--- src/rtl/debounce_pkg.sv ---
`default_nettype none
// ============================================================================
// Package     : debounce_pkg
// Description : State encoding and parameter floors shared by d_debounce.
// Revision    : 1.0
// ============================================================================
package debounce_pkg;

   typedef enum logic [1:0] {
      ST_LOW    = 2'd0,
      ST_WAIT_H = 2'd1,
      ST_HIGH   = 2'd2,
      ST_WAIT_L = 2'd3
   } state_t;

   localparam int MIN_SYNC_STAGES     = 2;
   localparam int MIN_DEBOUNCE_CYCLES = 2;

endpackage
`default_nettype wire

--- src/rtl/d_debounce_sync_chain.sv ---
`default_nettype none
// ============================================================================
// Module      : sync_chain
// Description : N-stage resettable single-bit synchronizer.
// Revision    : 1.0
// ============================================================================
module sync_chain #(
   parameter int STAGES = 2
) (
   input  logic clk,
   input  logic reset,
   input  logic din,
   output logic dout
);

   logic [STAGES-1:0] sync_q;
   logic [STAGES-1:0] sync_d;

   always_comb begin
      sync_d = {sync_q[STAGES-2:0], din};
   end

   always_ff @(posedge clk) begin
      if (reset) begin
         sync_q <= '0;
      end else begin
         sync_q <= sync_d;
      end
   end

   assign dout = sync_q[STAGES-1];

endmodule
`default_nettype wire

--- src/rtl/d_debounce.sv ---
`default_nettype none
// ============================================================================
// Module      : d_debounce
// Description : Synchronizes and debounces a push button, giving a level (or,
//               with DEBOUNCE_TOGGLE_EN defined, a toggle) plus edge pulses.
// Revision    : 1.0
// ============================================================================
module d_debounce
   import debounce_pkg::*;
#(
   parameter int SYNC_STAGES     = 2,
   parameter int DEBOUNCE_CYCLES = 4
) (
   input  logic clk,
   input  logic reset,
   input  logic btn_raw,
   output logic d,
   output logic rise_pulse,
   output logic fall_pulse
);

   localparam int SYNC_N = (SYNC_STAGES < MIN_SYNC_STAGES) ? MIN_SYNC_STAGES : SYNC_STAGES;
   localparam int DEB_N  = (DEBOUNCE_CYCLES < MIN_DEBOUNCE_CYCLES) ? MIN_DEBOUNCE_CYCLES
                                                                    : DEBOUNCE_CYCLES;
   localparam int CNT_W  = $clog2(DEB_N);
   localparam logic [CNT_W-1:0] CNT_LAST = CNT_W'(DEB_N - 1);
   localparam logic [CNT_W-1:0] CNT_ONE  = CNT_W'(1);

   logic             s;
   state_t           state_q, state_d;
   logic [CNT_W-1:0] cnt_q, cnt_d;
   logic             d_q, d_d;
   logic             rise_q, rise_d;
   logic             fall_q, fall_d;
   logic             illegal;

   sync_chain #(.STAGES(SYNC_N)) u_sync (
      .clk   (clk),
      .reset (reset),
      .din   (btn_raw),
      .dout  (s)
   );

   always_comb begin
      state_d = state_q;
      cnt_d   = cnt_q;
      rise_d  = 1'b0;
      fall_d  = 1'b0;
      illegal = 1'b0;
      case (state_q)
         ST_LOW: begin
            if (s) begin
               state_d = ST_WAIT_H;
               cnt_d   = CNT_ONE;
            end else begin
               cnt_d = '0;
            end
         end
         ST_WAIT_H: begin
            if (!s) begin
               state_d = ST_LOW;
               cnt_d   = '0;
            end else if (cnt_q == CNT_LAST) begin
               state_d = ST_HIGH;
               cnt_d   = '0;
               rise_d  = 1'b1;
            end else begin
               cnt_d = cnt_q + CNT_ONE;
            end
         end
         ST_HIGH: begin
            if (!s) begin
               state_d = ST_WAIT_L;
               cnt_d   = CNT_ONE;
            end else begin
               cnt_d = '0;
            end
         end
         ST_WAIT_L: begin
            if (s) begin
               state_d = ST_HIGH;
               cnt_d   = '0;
            end else if (cnt_q == CNT_LAST) begin
               state_d = ST_LOW;
               cnt_d   = '0;
               fall_d  = 1'b1;
            end else begin
               cnt_d = cnt_q + CNT_ONE;
            end
         end
         default: begin
            state_d = ST_LOW;
            cnt_d   = '0;
            illegal = 1'b1;
         end
      endcase
   end

   // Output level: debounced level, or a flop that flips on each accepted press.
   always_comb begin
      d_d = d_q;
      if (illegal) begin
         d_d = 1'b0;
      end else begin
`ifdef DEBOUNCE_TOGGLE_EN
         if (rise_d) begin
            d_d = ~d_q;
         end
`else
         if (rise_d) begin
            d_d = 1'b1;
         end else if (fall_d) begin
            d_d = 1'b0;
         end
`endif
      end
   end

   always_ff @(posedge clk) begin
      if (reset) begin
         state_q <= ST_LOW;
         cnt_q   <= '0;
         d_q     <= 1'b0;
         rise_q  <= 1'b0;
         fall_q  <= 1'b0;
      end else begin
         state_q <= state_d;
         cnt_q   <= cnt_d;
         d_q     <= d_d;
         rise_q  <= rise_d;
         fall_q  <= fall_d;
      end
   end

   assign d          = d_q;
   assign rise_pulse = rise_q;
   assign fall_pulse = fall_q;

endmodule
`default_nettype wire

--- config.mk ---
export PLATFORM = sky130hd
export DESIGN_NAME = d_debounce
export DESIGN_NICKNAME = d
export VERILOG_FILES = /design/src/rtl/debounce_pkg.sv /design/src/rtl/d_debounce_sync_chain.sv /design/src/rtl/d_debounce.sv
export SDC_FILE = /design/constraint.sdc
export NUM_CORES = 1
export LEC_CHECK = 0
export CORE_AREA = 2 2 39 41
export DETAILED_ROUTE_END_ITERATION = 8
export DIE_AREA = 0 0 41 43
export SETUP_SLACK_MARGIN = 0.15
export SKIP_LAST_GASP = 1
export SYNTH_ARGS = -nofsm -noshare
export SYNTH_HDL_FRONTEND = slang
export SYNTH_HIERARCHICAL = 1
export SYNTH_SLANG_ARGS = --single-unit
--- constraint.sdc ---
create_clock -name clk -period 2.7 [get_ports clk]
set_input_delay 0.54 -clock clk [delete_from_list [all_inputs] [get_ports clk]]
set_output_delay 0.54 -clock clk [all_outputs]
set_load 0.02 [all_outputs]
# Yosys cells after proc, flatten, opt, wreduce, memory -nomap -nowiden
# Cells that the tools add are included.
# totals
out_inout_bits,3
ff_bits,9
elab_cells,38
# classes
eq_ne,8
add_sub_neg,1
muxes,20
n_reduce_logical,3
# op_table
cell,n
2-to-1 mux 2 bit,9
one-hot mux 2 bit (4 select lines),2
2-to-1 mux 1 bit,9
== test 2 bit (second input constant),3
AND reduction 4 bit,1
inequality test 3 x 2 -> 1 bit (second input constant),1
inequality test 3 bit (second input constant),1
adder 2 x 1 -> 2 bit (second input constant),1
== test 2 x 1 -> 1 bit (second input constant),1
zero test 2 bit,1
inequality test 2 x 1 -> 1 bit (second input constant),1
inequality test 2 bit (second input constant),1
nonzero test 2 bit,1

# Logic depth before layout (Yosys ltp)
# logic_depth
depth_word,6
ltp_mapped,3
mapped_depth_nobuf,3

# Hierarchy
# The synthesis kept the hierarchy.
# modules_own_cells
mod,n_inst,cells_each,area_per_inst_um2
d_debounce,1,26,272.8
sync_chain,1,4,52.6

# Worst setup path before layout
# Ideal clock, no wire load.
# synth_path
kind,register to register
startpoint,register cnt_q[0]
endpoint,register d_q (netlist: d)
n_path_buf,0
setup_slack_ns,1.609
t_arrival_ns,0.974
path_stages_with_launch,4
period_less_slack_ns,1.091
path_cell_list,dfxtp_1 ha_1 a31o_2 a32o_1
# synth_between
elab_chain_len,5
elab_cells_between_ends,8
cone_classes,eq/ne (1); mux (6); reduce/logical (1)
# synth_lines
item,line_no,text
"start, declared",d_debounce.sv:31,"logic [CNT_W-1:0] cnt_q, cnt_d;"
"start signal, assigned",d_debounce.sv:128,cnt_q <= cnt_d;
== test 2 bit *,"d_debounce.sv:63, d_debounce.sv:83",
2-to-1 mux 1 bit *,"d_debounce.sv:63, d_debounce.sv:83",
2-to-1 mux 1 bit (on tied branches),"d_debounce.sv:60, d_debounce.sv:80",
2-to-1 mux 1 bit,d_debounce.sv:50,case (state_q)
2-to-1 mux 1 bit / nonzero test 2 bit (equally long branches),--,
"end signal, assigned",d_debounce.sv:123,d_q <= 1'b0;
"end signal, assigned",d_debounce.sv:129,d_q <= d_d;
"end, declared",d_debounce.sv:32,"logic d_q, d_d;"
# Every way passes the cells marked *; elsewhere a longest branch is shown, timed or not.
# A chain may end at the register's enable or synchronous reset.

# Worst setup path after layout
# layout_path
startpoint,register d_q (netlist: d)
endpoint,output port d
# layout_lines
item,line_no,text
"end, declared",d_debounce.sv:17,"output logic d,"
# No word-level cell between the ends.

==> impl_summary.log <==
INFO  metric outcome = complete, no violations
INFO  metric die_w = 41 um
INFO  metric grt_pass1_vias = 189
INFO  metric antenna_found_initial = 0
INFO  metric cts_buffer_depth = 2
INFO  metric yosysSeqAreaShare = 0.554
INFO  metric tns = 0 ns
INFO  metric cts_resized = 0
INFO  metric synth.avg_cell_area = 10.8 sq um
INFO  metric final_layout_size_suffix_gt1_frac = 0.158
INFO  metric place_inst = 50
INFO  metric placement.io_buffers = 5
INFO  metric synth-seq-cells = 9
INFO  metric worst_setup_hold_path_clk_slew = 0.06 ns
INFO  metric grt_setup_unrepaired = no
INFO  metric netlist_top_cells_area = sky130_fd_sc_hd__dfxtp_1 55%, sky130_fd_sc_hd__nor4b_1 5.4%, sky130_fd_sc_hd__ha_1 3.8%
INFO  metric setup_viol = 0
INFO  metric drt_first_pass_iters = 2
INFO  metric fill_cells = 146
INFO  metric crit_buf_inv = 1
INFO  metric power_leakage = 0.000148 uW
INFO  metric placement_rows = 14
INFO  metric cts-root-buf = sky130_fd_sc_hd__clkbuf_4
INFO  metric timing.critical_path.max_delay_family = buffers and inverters
INFO  metric period_share = 0.646
INFO  metric cts.sink_count = 9
INFO  metric post_layout_power = 244 uW
INFO  metric timing_worst_setup_path_type = reg -> out
INFO  metric power_density_over_the_cells = 585 nW/um^2
INFO  metric insertion_delay_of_the_later_clocked_pin_in_the_worst_skew_pair = 0.25 ns
INFO  metric detailedPlace.worstSlack = 1.06 ns
INFO  metric cts.htree.levels = 1
INFO  metric worst_vdd_drop = 0.000241 V
INFO  metric cts-hold-fix-buffers = 0
INFO  metric i_o_pins = 6
INFO  metric ant_nets = 0
INFO  metric gr-total-overflow = 0
INFO  metric post_synth_inst_count = 30
INFO  metric critPathMaxFanout = 3
INFO  metric critical_path.endpoint_type = output port
INFO  metric drv_cap = 0
INFO  metric synth_nets = 34
INFO  metric detail_route.drc_violations = 0
INFO  metric netlist-cell-type-count = 19
INFO  metric synth_warnings = 6
INFO  metric worst-endpoint-arrival = 1.20 ns
INFO  metric tightestPinTransition = 0.314 ns
INFO  metric hp-class = reg -> reg
INFO  metric synth.cell_area = 325 sq um
INFO  metric final-instance-count-excl-fill = 54
INFO  metric worstPathRequired = 2.16 ns
INFO  metric timing.final.hold_violations = 0
INFO  metric hpwlAfterDp = 327 um
INFO  metric grt_start_max_net_pins = 11
INFO  metric antenna_cells_inserted = 0
INFO  metric crit_path_cell_trace = clkdlybuf4s50_1
INFO  metric avgViaCountPerCell = 4.17
INFO  metric cts-buffers-inserted = 3
INFO  metric setup_slack = 0.955 ns
INFO  metric drtIter0Drc = 2
INFO  metric max_clock_freq = 573 MHz
INFO  metric worst_clk_skew = 0.00142 ns
INFO  metric period_needed = 1.74 ns
INFO  metric post_cts.repair.setup_buffers = 0
INFO  metric cts_tree = yes
INFO  metric crit_slowest_cell = sky130_fd_sc_hd__clkdlybuf4s50_1
INFO  metric slew_viol_final = 0
INFO  metric core = 1380 sq um
INFO  metric chipHeight = 43 um
INFO  metric flow.area_growth_from_synthesis = 28.1%
INFO  metric wl_per_cell = 8.70 um
INFO  metric startpoint_type = flip-flop
INFO  metric die_area = 1760 sq um
INFO  metric grt_first_pass_wirelength = 745 um
INFO  metric dr_total_vias = 225
INFO  metric grt_use_total = 0.0685
INFO  metric critical_path.max_stage_delay = 0.61 ns
INFO  metric max-slew-margin-rel = 0.790
INFO  metric post-synth-top-area-cell = sky130_fd_sc_hd__dfxtp_1
INFO  metric initial_core_utilization = 0.235
INFO  metric drt_wl_total = 470 um
INFO  metric layout.nets = 43
INFO  metric synthDominantCellAreaShare = 0.554
INFO  metric finalWeightedCongestion = 0.728
power by group:
| group | internal [uW] | switching, uW |
|---|---|---|
| Clock | 56.6 | 42.1 |
| Sequential | 135 | 2.12 |
| Combinational | 4.61 | 3.37 |
path summary, 6_finish.rpt:
check | depth (start not counted) | endpoint | slack, ns | startpoint
worst max-delay path | 1 | d | 0.96 | d$_SDFFE_PP0P_
worst min register to register | 1 | u_sync/sync_q[1]$_SDFF_PP0_ | 0.44 | u_sync/sync_q[0]$_SDFF_PP0_
worst max register to register | 3 | d$_SDFFE_PP0P_ | 1.56 | cnt_q[0]$_SDFF_PP0_
worst min-delay path | 1 | u_sync/sync_q[1]$_SDFF_PP0_ | 0.44 | u_sync/sync_q[0]$_SDFF_PP0_
final cells by class:
cell class | count | area (sq um) | share of cell area
sequential | 9 | 180 | 0.432
multi-input combinational | 19 | 136 | 0.327
timing repair buffer | 5 | 50.0 | 0.120
clock buffer | 4 | 26.3 | 0.0631
tap | 16 | 20.0 | 0.0480
inverter | 1 | 3.75 | 0.00901
cells by family after synthesis:
| group | count (synthesis) | share of synthesized area |
|---|---|---|
| simple gates | 12 | 0.227 |
| compound gates | 5 | 0.127 |
| xor+xnor | 1 | 0.0269 |
| buf+inv | 2 | 0.0269 |
| flops | 9 | 0.554 |
| fa+ha+maj | 1 | 0.0385 |
routing by layer:
layer  global-route usage  vias to the layer above  part of all wire
li1                     -                      123                 -
met4               0.0200                        0                 0
met1               0.0782                       94              0.51
met5                    0                        -                 0
met3               0.0785                        0             0.087
met2               0.0813                        8              0.40
Yosys cell counts:
cell type,instances
sky130_fd_sc_hd__a21bo_2,1
sky130_fd_sc_hd__a21oi_1,1
sky130_fd_sc_hd__a31o_2,1
sky130_fd_sc_hd__a32o_1,1
sky130_fd_sc_hd__buf_2,1
sky130_fd_sc_hd__dfxtp_1,9
sky130_fd_sc_hd__ha_1,1
sky130_fd_sc_hd__inv_1,1
sky130_fd_sc_hd__nand2_1,1
sky130_fd_sc_hd__nand2_2,1
sky130_fd_sc_hd__nand3_1,1
sky130_fd_sc_hd__nand3b_1,1
sky130_fd_sc_hd__nor2_1,1
sky130_fd_sc_hd__nor2b_1,2
sky130_fd_sc_hd__nor3_1,2
sky130_fd_sc_hd__nor3b_1,1
sky130_fd_sc_hd__nor4b_1,2
sky130_fd_sc_hd__o21a_1,1
sky130_fd_sc_hd__xnor2_1,1
cells in the final DEF (no fill, tap or decap):
cell,instances
sky130_fd_sc_hd__nand3_1,1
sky130_fd_sc_hd__nor2b_1,2
sky130_fd_sc_hd__nor3_1,2
sky130_fd_sc_hd__a21oi_1,1
sky130_fd_sc_hd__ha_1,1
sky130_fd_sc_hd__xnor2_1,1
sky130_fd_sc_hd__nor4b_1,2
sky130_fd_sc_hd__o21a_1,1
sky130_fd_sc_hd__nor3b_1,1
sky130_fd_sc_hd__a31o_2,1
sky130_fd_sc_hd__clkbuf_4,3
sky130_fd_sc_hd__inv_1,1
sky130_fd_sc_hd__clkdlybuf4s50_1,5
sky130_fd_sc_hd__a32o_1,1
sky130_fd_sc_hd__nand3b_1,1
sky130_fd_sc_hd__clkbuf_1,1
sky130_fd_sc_hd__nor2_1,1
sky130_fd_sc_hd__nand2_1,1
sky130_fd_sc_hd__a21bo_2,1
sky130_fd_sc_hd__nand2_2,1
sky130_fd_sc_hd__dfxtp_1,9
per-stage QoR:
step / utilization / hold slack, ns / cell area [sq um]
global route: 0.301 / 0.454 / 417
detailed placement: 0.282 / 0.426 / 390
floorplan: - / 0.414 / 325
global placement: 0.282 / 0.422 / 390
CTS: 0.301 / 0.440 / 417
finish: 0.301 / 0.437 / 417
(Power assumes the default switching activity.)
